<file path="config.mk">
export PLATFORM = sky130hd
export DESIGN_NAME = high_bit_scan_ctrl_flat
export DESIGN_NICKNAME = d
export VERILOG_FILES = /design/src/rtl/high_bit_scan_ctrl_if.sv /design/src/rtl/high_bit_scan_ctrl.sv /design/src/flat_wrapper.sv
export SDC_FILE = /design/constraint.sdc
export NUM_CORES = 1
export LEC_CHECK = 0
export CELL_PAD_IN_SITES_DETAIL_PLACEMENT = 1
export CELL_PAD_IN_SITES_GLOBAL_PLACEMENT = 1
export CORE_MARGIN = 10
export CORE_UTILIZATION = 31
export DETAILED_ROUTE_END_ITERATION = 10
export GPL_TIMING_DRIVEN = 0
export PLACE_DENSITY = 0.77
export SYNTH_ARGS = -nofsm -noshare
export SYNTH_HDL_FRONTEND = slang
export SYNTH_SLANG_ARGS = --single-unit
export TNS_END_PERCENT = 20
</file>
<file path="constraint.sdc">
create_clock -name clk -period 1.48 [get_ports clk]
set_input_delay 0.37 -clock clk [delete_from_list [all_inputs] [get_ports clk]]
set_output_delay 0.37 -clock clk [all_outputs]
set_load 0.005 [all_outputs]
</file>
<file path="src/rtl/high_bit_scan_ctrl_if.sv">
// high_bit_scan_ctrl_if: groups the request stream, search-stage hookup and
// index stream of high_bit_scan_ctrl into one bundle.
// master: controller side (drives req_ready, search_data, idx_*, done, busy).
// slave : environment side (drives req_valid/req_vector, idx_ready, search results).
interface high_bit_scan_ctrl_if #(
  parameter int INPUT_WIDTH = 8
);
  localparam int OUTPUT_WIDTH = $clog2(INPUT_WIDTH);

  logic                    req_valid;
  logic                    req_ready;
  logic [INPUT_WIDTH-1:0]  req_vector;

  logic [INPUT_WIDTH-1:0]  search_data;
  logic                    search_valid_flag;
  logic [OUTPUT_WIDTH-1:0] search_index;

  logic                    idx_valid;
  logic                    idx_ready;
  logic [OUTPUT_WIDTH-1:0] idx_data;
  logic                    idx_last;

  logic                    done;
  logic                    busy;

  modport master (
    input  req_valid, req_vector, search_valid_flag, search_index, idx_ready,
    output req_ready, search_data, idx_valid, idx_data, idx_last, done, busy
  );

  modport slave (
    output req_valid, req_vector, search_valid_flag, search_index, idx_ready,
    input  req_ready, search_data, idx_valid, idx_data, idx_last, done, busy
  );
endinterface

</file>
<file path="src/rtl/high_bit_scan_ctrl.sv">
// high_bit_scan_ctrl: takes a request vector and reports every set bit index,
//   highest first, by repeatedly running the pipelined highest-set-bit search
//   stage over a working copy and clearing each reported bit.
// Latency: an index is presented SEARCH_LAT+1 cycles after every work update;
//   with idx_ready held high one index leaves every SEARCH_LAT+2 cycles.
// Backpressure: idx_data/idx_last hold while idx_ready is low; req_ready is
//   only high in IDLE, so requests offered while busy simply wait.
// Ports: clk/rst (async active-high), bus (high_bit_scan_ctrl_if.master).
// Optional build macro HIGH_BIT_SCAN_CHECK_EN adds a sticky err output that
//   flags a search result that is invalid or disagrees with the work vector.
module high_bit_scan_ctrl #(
  parameter int INPUT_WIDTH = 8
) (
  input  logic                 clk,
  input  logic                 rst,
  high_bit_scan_ctrl_if.master bus
`ifdef HIGH_BIT_SCAN_CHECK_EN
  ,
  output logic                 err
`endif
);

  localparam int OUTPUT_WIDTH = $clog2(INPUT_WIDTH);
  localparam int SEARCH_LAT   = (INPUT_WIDTH > 2) ? OUTPUT_WIDTH : 1;
  localparam int CNT_W        = $clog2(SEARCH_LAT + 1);
  localparam logic [CNT_W-1:0] CNT_LOAD = CNT_W'(SEARCH_LAT);
  localparam logic [CNT_W-1:0] CNT_ONE  = CNT_W'(1);

  typedef enum logic [1:0] {
    IDLE    = 2'd0,
    WAIT    = 2'd1,
    PRESENT = 2'd2
  } state_t;

  state_t                  state_q, state_d;
  logic [INPUT_WIDTH-1:0]  work_q, work_d;
  logic [CNT_W-1:0]        cnt_q, cnt_d;
  logic [OUTPUT_WIDTH-1:0] idx_data_q, idx_data_d;
  logic                    idx_last_q, idx_last_d;
  logic                    done_q, done_d;
  // Holds req_ready low until the first clock edge after reset release.
  logic                    armed_q;

  logic [INPUT_WIDTH-1:0]  cap_mask;   // one-hot of the search result
  logic [INPUT_WIDTH-1:0]  ack_mask;   // one-hot of the presented index
  logic [INPUT_WIDTH-1:0]  work_left;  // work with the presented bit removed
  logic                    capture;    // last WAIT cycle: search output is due
  logic                    req_ready_int;

  always_comb begin
    cap_mask = '0;
    cap_mask[bus.search_index] = 1'b1;
    ack_mask = '0;
    ack_mask[idx_data_q] = 1'b1;
  end

  assign work_left     = work_q & ~ack_mask;
  assign capture       = (state_q == WAIT) && (cnt_q == '0);
  assign req_ready_int = armed_q && (state_q == IDLE);

  always_comb begin
    state_d    = state_q;
    work_d     = work_q;
    cnt_d      = cnt_q;
    idx_data_d = idx_data_q;
    idx_last_d = idx_last_q;
    done_d     = 1'b0;

    case (state_q)
      IDLE: begin
        if (bus.req_valid && req_ready_int) begin
          if (|bus.req_vector) begin
            work_d  = bus.req_vector;
            cnt_d   = CNT_LOAD;
            state_d = WAIT;
          end else begin
            // Nothing to scan: finish immediately without touching work.
            done_d = 1'b1;
          end
        end
      end

      WAIT: begin
        // work has been stable since entry, so after SEARCH_LAT edges the
        // search output corresponds to it.
        if (cnt_q == '0) begin
          idx_data_d = bus.search_index;
          idx_last_d = ((work_q & ~cap_mask) == '0);
          state_d    = PRESENT;
        end else begin
          cnt_d = cnt_q - CNT_ONE;
        end
      end

      PRESENT: begin
        if (bus.idx_ready) begin
          work_d = work_left;
          if (|work_left) begin
            cnt_d   = CNT_LOAD;
            state_d = WAIT;
          end else begin
            state_d = IDLE;
            done_d  = 1'b1;
          end
        end
      end

      default: begin
        state_d = IDLE;
      end
    endcase
  end

  always_ff @(posedge clk or posedge rst) begin
    if (rst) begin
      state_q    <= IDLE;
      work_q     <= '0;
      cnt_q      <= '0;
      idx_data_q <= '0;
      idx_last_q <= 1'b0;
      done_q     <= 1'b0;
      armed_q    <= 1'b0;
    end else begin
      state_q    <= state_d;
      work_q     <= work_d;
      cnt_q      <= cnt_d;
      idx_data_q <= idx_data_d;
      idx_last_q <= idx_last_d;
      done_q     <= done_d;
      armed_q    <= 1'b1;
    end
  end

  assign bus.req_ready   = req_ready_int;
  assign bus.search_data = work_q;
  assign bus.idx_valid   = (state_q == PRESENT);
  assign bus.idx_data    = idx_data_q;
  assign bus.idx_last    = idx_last_q;
  assign bus.done        = done_q;
  assign bus.busy        = (state_q != IDLE);

`ifdef HIGH_BIT_SCAN_CHECK_EN
  // Reference highest set bit of work; ascending scan so the top bit wins.
  logic [OUTPUT_WIDTH-1:0] hsb_work;
  logic                    err_q, err_d;

  always_comb begin
    hsb_work = '0;
    for (int i = 0; i < INPUT_WIDTH; i++) begin
      if (work_q[i]) hsb_work = OUTPUT_WIDTH'(i);
    end
  end

  always_comb begin
    err_d = err_q;
    if (capture && (!bus.search_valid_flag || (bus.search_index != hsb_work))) begin
      err_d = 1'b1;
    end
  end

  always_ff @(posedge clk or posedge rst) begin
    if (rst) err_q <= 1'b0;
    else     err_q <= err_d;
  end

  assign err = err_q;
`else
  // The valid flag is only consulted by the optional checker.
  logic unused_search_flag;
  logic unused_capture;
  assign unused_search_flag = bus.search_valid_flag;
  assign unused_capture     = capture;
`endif

endmodule
</file>
<file path="src/flat_wrapper.sv">
// flat-port wrapper written by rule: the top's interface ports become plain ports
module high_bit_scan_ctrl_flat 
#(
  parameter int INPUT_WIDTH = 8
)
  (clk, rst, bus_req_valid, bus_req_vector, bus_search_valid_flag, bus_search_index, bus_idx_ready, bus_req_ready, bus_search_data, bus_idx_valid, bus_idx_data, bus_idx_last, bus_done, bus_busy);
  high_bit_scan_ctrl_if #(.INPUT_WIDTH(INPUT_WIDTH)) bus_i ();
  input  logic clk;
  input  logic rst;
  input wire logic [$bits(bus_i.req_valid)-1:0] bus_req_valid;
  input wire logic [$bits(bus_i.req_vector)-1:0] bus_req_vector;
  input wire logic [$bits(bus_i.search_valid_flag)-1:0] bus_search_valid_flag;
  input wire logic [$bits(bus_i.search_index)-1:0] bus_search_index;
  input wire logic [$bits(bus_i.idx_ready)-1:0] bus_idx_ready;
  output wire logic [$bits(bus_i.req_ready)-1:0] bus_req_ready;
  output wire logic [$bits(bus_i.search_data)-1:0] bus_search_data;
  output wire logic [$bits(bus_i.idx_valid)-1:0] bus_idx_valid;
  output wire logic [$bits(bus_i.idx_data)-1:0] bus_idx_data;
  output wire logic [$bits(bus_i.idx_last)-1:0] bus_idx_last;
  output wire logic [$bits(bus_i.done)-1:0] bus_done;
  output wire logic [$bits(bus_i.busy)-1:0] bus_busy;
  assign bus_i.req_valid = bus_req_valid;
  assign bus_i.req_vector = bus_req_vector;
  assign bus_i.search_valid_flag = bus_search_valid_flag;
  assign bus_i.search_index = bus_search_index;
  assign bus_i.idx_ready = bus_idx_ready;
  assign bus_req_ready = bus_i.req_ready;
  assign bus_search_data = bus_i.search_data;
  assign bus_idx_valid = bus_i.idx_valid;
  assign bus_idx_data = bus_i.idx_data;
  assign bus_idx_last = bus_i.idx_last;
  assign bus_done = bus_i.done;
  assign bus_busy = bus_i.busy;
  high_bit_scan_ctrl #(.INPUT_WIDTH(INPUT_WIDTH)) u_core (.clk(clk), .rst(rst), .bus(bus_i));
endmodule
</file>
==> run metrics <==
outcome complete, but fails checks; violations in the final reports negative setup slack; worst reg2reg path endpoint u_core.bus.done$_DFF_PP0_; reg-to-reg startpoint u_core.bus.idx_data[2]$_DFFE_PP0P_; largest net degree at the start of global routing 19; clock sink count 18; hold bufs inserted after CTS 0; wire length of the first global-routing pass between 6 and 7 mm; growth of design area from synthesis to finish 58.6%; setup skew after layout between 0.006 and 0.007 ns; fraction of registers with async set or reset after synthesis 100%; worst ir drop on vdd about 0.00066 V; capturing element type of the critical path register; number of enable-type register cells in the synthesized netlist 0; number of routed nets with antenna violations 0; Root Driver sky130_fd_sc_hd__clkbuf_4; setup repair after global routing missed its margin yes; Worst Path Class, Setup register to register; clock share of power between 10% and 20%; Min Clock Period, post-route 1.65 ns; r2r worst-path depth 7; synthesized-area fraction occupied by ao, oa, aoi and oai cells between 20% and 30%; DRT Wirelength slightly above 4 mm; Total Routing Usage GR 12.5%; number of buffers created by CTS 3; Die ar. a little over 0.006 mm2; antenna violations before repair 0; parity-gate share of the synthesized area counting xor and xnor cells 0%; combined area of all synthesized cells around 0.0011 mm2; CTS tree built; number of storage elements in the synthesis netlist 18; number of I/O pins 32; area of the core between 0.003 and 0.004 mm2; WHS 0.461 ns; leading register cell type out of synthesis sky130_fd_sc_hd__dfrtp_1; share of cell area taken by muxes after synthesis approximately 4%; switching fraction of total power 41.3%; count of inserted antenna diode cells 0; total leakage power slightly below 0.8 nW; final count of pins violating max slew 0; share of final-layout standard cells stronger than drive strength 1 about two fifths; placer congestion estimate ~0.8; worst relative slew slack a little over 50%; count of buffers inserted at the top-level ports 27; Detailed Route Iter0 Violations roughly 80; worst-case clock buffer depth 2; Non-Filler Instances 210; routed vias/inst 5.33; count of unresolved DRC violations after routing 0; floorplan die height roughly 79 um; starting density of the core between 30% and 40%; maximum fanout count along the critical path 10; clock network latency to the later pin of the worst-skew pair ~0.32 ns; vias in the first global route between 1,000 and 1,500; number of distinct standard cells referenced by the synthesized netlist roughly 40; combinational fraction of design power 62.1%; clock slew at the register clock pins of the worst setup and hold paths between 0.1 and 0.15 ns; Power Density ~1900 mW/mm2; Synth Area in Adders around 1.2%; fin worst setup slack -0.171 ns; sequential area share after synthesis a little over two fifths; htree depth 1; simple-gate share of the synthesized area 24.3%; P_sw between 1 and 1.5 mW; number of standard cells after synthesis between 100 and 150; drt first pass iters 4; DPL Wire Length between 2 and 3 mm; Power Internal 1.94 mW; warning count from the yosys run 0; final clock period utilization by the worst path 112%; via count ~1,100; Placement Rows 21; mean instance size in the synthesized netlist about 9.4 um2; max cap viols 0; largest family of logic cells by synthesized area simple AND/OR/NAND/NOR gates; fraction of power consumed by sequential logic approximately 28%; measured slew at the worst slew-check pin 0.727 ns; count of nets after finishing around 180; required time reported for the critical path endpoint ~1.8 ns; class of the tightest hold or removal check primary input to asynchronous set/reset pin; # placed instances 188; Syn Nets between 100 and 150; arrival time of the worst setup path approximately 1.9 ns; Final Hold Fails 0; total overflow reported by the global router 0; mean routed wirelength per cell 19.6 um; max frequency slightly above 600 MHz; Total Power Consumption ~3.3 mW; Critical Path Start Type register; x dimension of the die 78.9 um; setup violators final 9; r2r setup slk -0.17 ns
-- flip-flops by register name, summed over array words and instances, names as in the netlist --
name,cells
u_core.armed_q,1
u_core.bus.done,1
u_core.bus.idx_data,3
u_core.bus.idx_last,1
u_core.bus.search_data,8
u_core.cnt_q,2
u_core.state_q,2
-- synthesized netlist by cell type, types with 2 or more instances --
| cell type | count | area share, % |
|---|---|---|
| sky130_fd_sc_hd__dfrtp_1 | 18 | 42 |
| sky130_fd_sc_hd__nand2_1 | 9 | 3.1 |
| sky130_fd_sc_hd__a21oi_1 | 8 | 3.7 |
| sky130_fd_sc_hd__a22o_1 | 6 | 4.9 |
| sky130_fd_sc_hd__nor2_1 | 6 | 2.1 |
| sky130_fd_sc_hd__o21ai_0 | 6 | 2.8 |
| sky130_fd_sc_hd__nand3b_1 | 5 | 3.5 |
| sky130_fd_sc_hd__a21o_1 | 4 | 2.8 |
| sky130_fd_sc_hd__clkbuf_1 | 4 | 1.4 |
| sky130_fd_sc_hd__inv_1 | 4 | 1.4 |
| sky130_fd_sc_hd__nand2b_1 | 4 | 2.3 |
| sky130_fd_sc_hd__a21boi_1 | 3 | 2.1 |
| sky130_fd_sc_hd__mux2_2 | 3 | 3.1 |
| sky130_fd_sc_hd__nor4_1 | 3 | 1.7 |
| sky130_fd_sc_hd__buf_2 | 2 | 0.93 |
| sky130_fd_sc_hd__nor3_1 | 2 | 0.93 |
| sky130_fd_sc_hd__nor3b_1 | 2 | 1.4 |
| sky130_fd_sc_hd__nor4_2 | 2 | 2.3 |
| sky130_fd_sc_hd__o31ai_1 | 2 | 1.4 |
-- how the worst max path moves through the flow --
stage / startpoint / to / slack (ns) / cells after the start
floorplan: bus_req_vector[0] / u_core.cnt_q[1]$_DFFE_PP0P_ / -0.007 / 6
global placement: bus_req_vector[0] / u_core.cnt_q[1]$_DFFE_PP0P_ / -0.64 / 7
detailed placement: bus_req_vector[0] / u_core.cnt_q[1]$_DFFE_PP0P_ / -0.70 / 7
CTS: u_core.bus.idx_data[1]$_DFFE_PP0P_ / u_core.bus.done$_DFF_PP0_ / -0.13 / 7
global route: u_core.bus.idx_data[2]$_DFFE_PP0P_ / u_core.bus.done$_DFF_PP0_ / -0.23 / 7
finish: u_core.bus.idx_data[2]$_DFFE_PP0P_ / u_core.bus.done$_DFF_PP0_ / -0.17 / 7
-- through the flow --
step           instance area [um2]  util (%)  setup slack (ns)  setup TNS [ns]
2_1_floorplan                 1090         -          -0.00696        -0.00866
3_3_place_gp                  1420      42.6            -0.637           -6.77
3_5_place_dp                  1420      42.6            -0.697           -7.40
4_1_cts                       1600      47.8            -0.133          -0.624
5_1_grt                       1710      51.1            -0.235           -2.07
6_report                      1710      51.1            -0.171          -0.954
-- layout by cell type (no fill, tap or decap), types with 3 or more instances in the layout --
master                            count
sky130_fd_sc_hd__a21boi_1             3
sky130_fd_sc_hd__a21o_1               4
sky130_fd_sc_hd__a21oi_1              5
sky130_fd_sc_hd__a21oi_2              3
sky130_fd_sc_hd__a22o_1               6
sky130_fd_sc_hd__buf_4               21
sky130_fd_sc_hd__buf_6                4
sky130_fd_sc_hd__clkbuf_1             3
sky130_fd_sc_hd__clkbuf_4             3
sky130_fd_sc_hd__clkdlybuf4s50_1      3
sky130_fd_sc_hd__dfrtp_1             13
sky130_fd_sc_hd__dfrtp_2              5
sky130_fd_sc_hd__dlygate4sd2_1       20
sky130_fd_sc_hd__inv_1                4
sky130_fd_sc_hd__mux2_2               3
sky130_fd_sc_hd__nand2_1              9
sky130_fd_sc_hd__nand2b_1             3
sky130_fd_sc_hd__nand3b_1             5
sky130_fd_sc_hd__nor2_1               6
sky130_fd_sc_hd__o21ai_0              4
-- power groups by stage --
stage | combinational (mW) | clock, mW | sequential [mW]
after detailed placement | 1.44 | 0 | 0.940
after global placement | 1.38 | 0 | 0.928
after global routing | 2.21 | 0.364 | 0.948
after floorplan | 0.822 | 0 | 0.884
final | 2.05 | 0.336 | 0.915
after CTS | 1.76 | 0.328 | 0.875
-- worst max-delay path, stage by stage (launching register included) --
cell	delay [ns]
sky130_fd_sc_hd__dfrtp_1	0.41
sky130_fd_sc_hd__buf_4	0.19
sky130_fd_sc_hd__nor3b_2	0.22
sky130_fd_sc_hd__nor2b_2	0.18
sky130_fd_sc_hd__o22ai_2	0.10
sky130_fd_sc_hd__a211oi_2	0.20
sky130_fd_sc_hd__buf_4	0.19
sky130_fd_sc_hd__a2bb2o_4	0.12
-- logic make-up after synthesis --
family,count (synthesis)
compound gates,36
mux,4
flops,18
fa+ha+maj,1
other cells,1
simple gates,43
buf+inv,12
-- what timing repair did --
item,CTS,global route
pin swaps,5,9
buffers inserted,15,4
endpoints found under the setup margin,28,19
resized for setup,52,24
-- routing by layer --
layer	GRT usage, %	part of all wire [%]	vias up
li1	-	-	519
met2	23.1	55	31
met4	4.12	1.0	0
met5	0	0	-
met1	14.3	41	566
met3	1.91	3.3	4
-- final cells by class --
| class | count | area, um2 |
|---|---|---|
| clock buffer | 4 | 36.3 |
| multi-input combinational | 85 | 706 |
| inverter | 5 | 26.3 |
| tap | 46 | 57.6 |
| fill | 383 | 1630 |
| buffer | 7 | 48.8 |
| timing repair buffer | 45 | 375 |
| sequential | 18 | 457 |
Power figures use the tool's default switching activity.
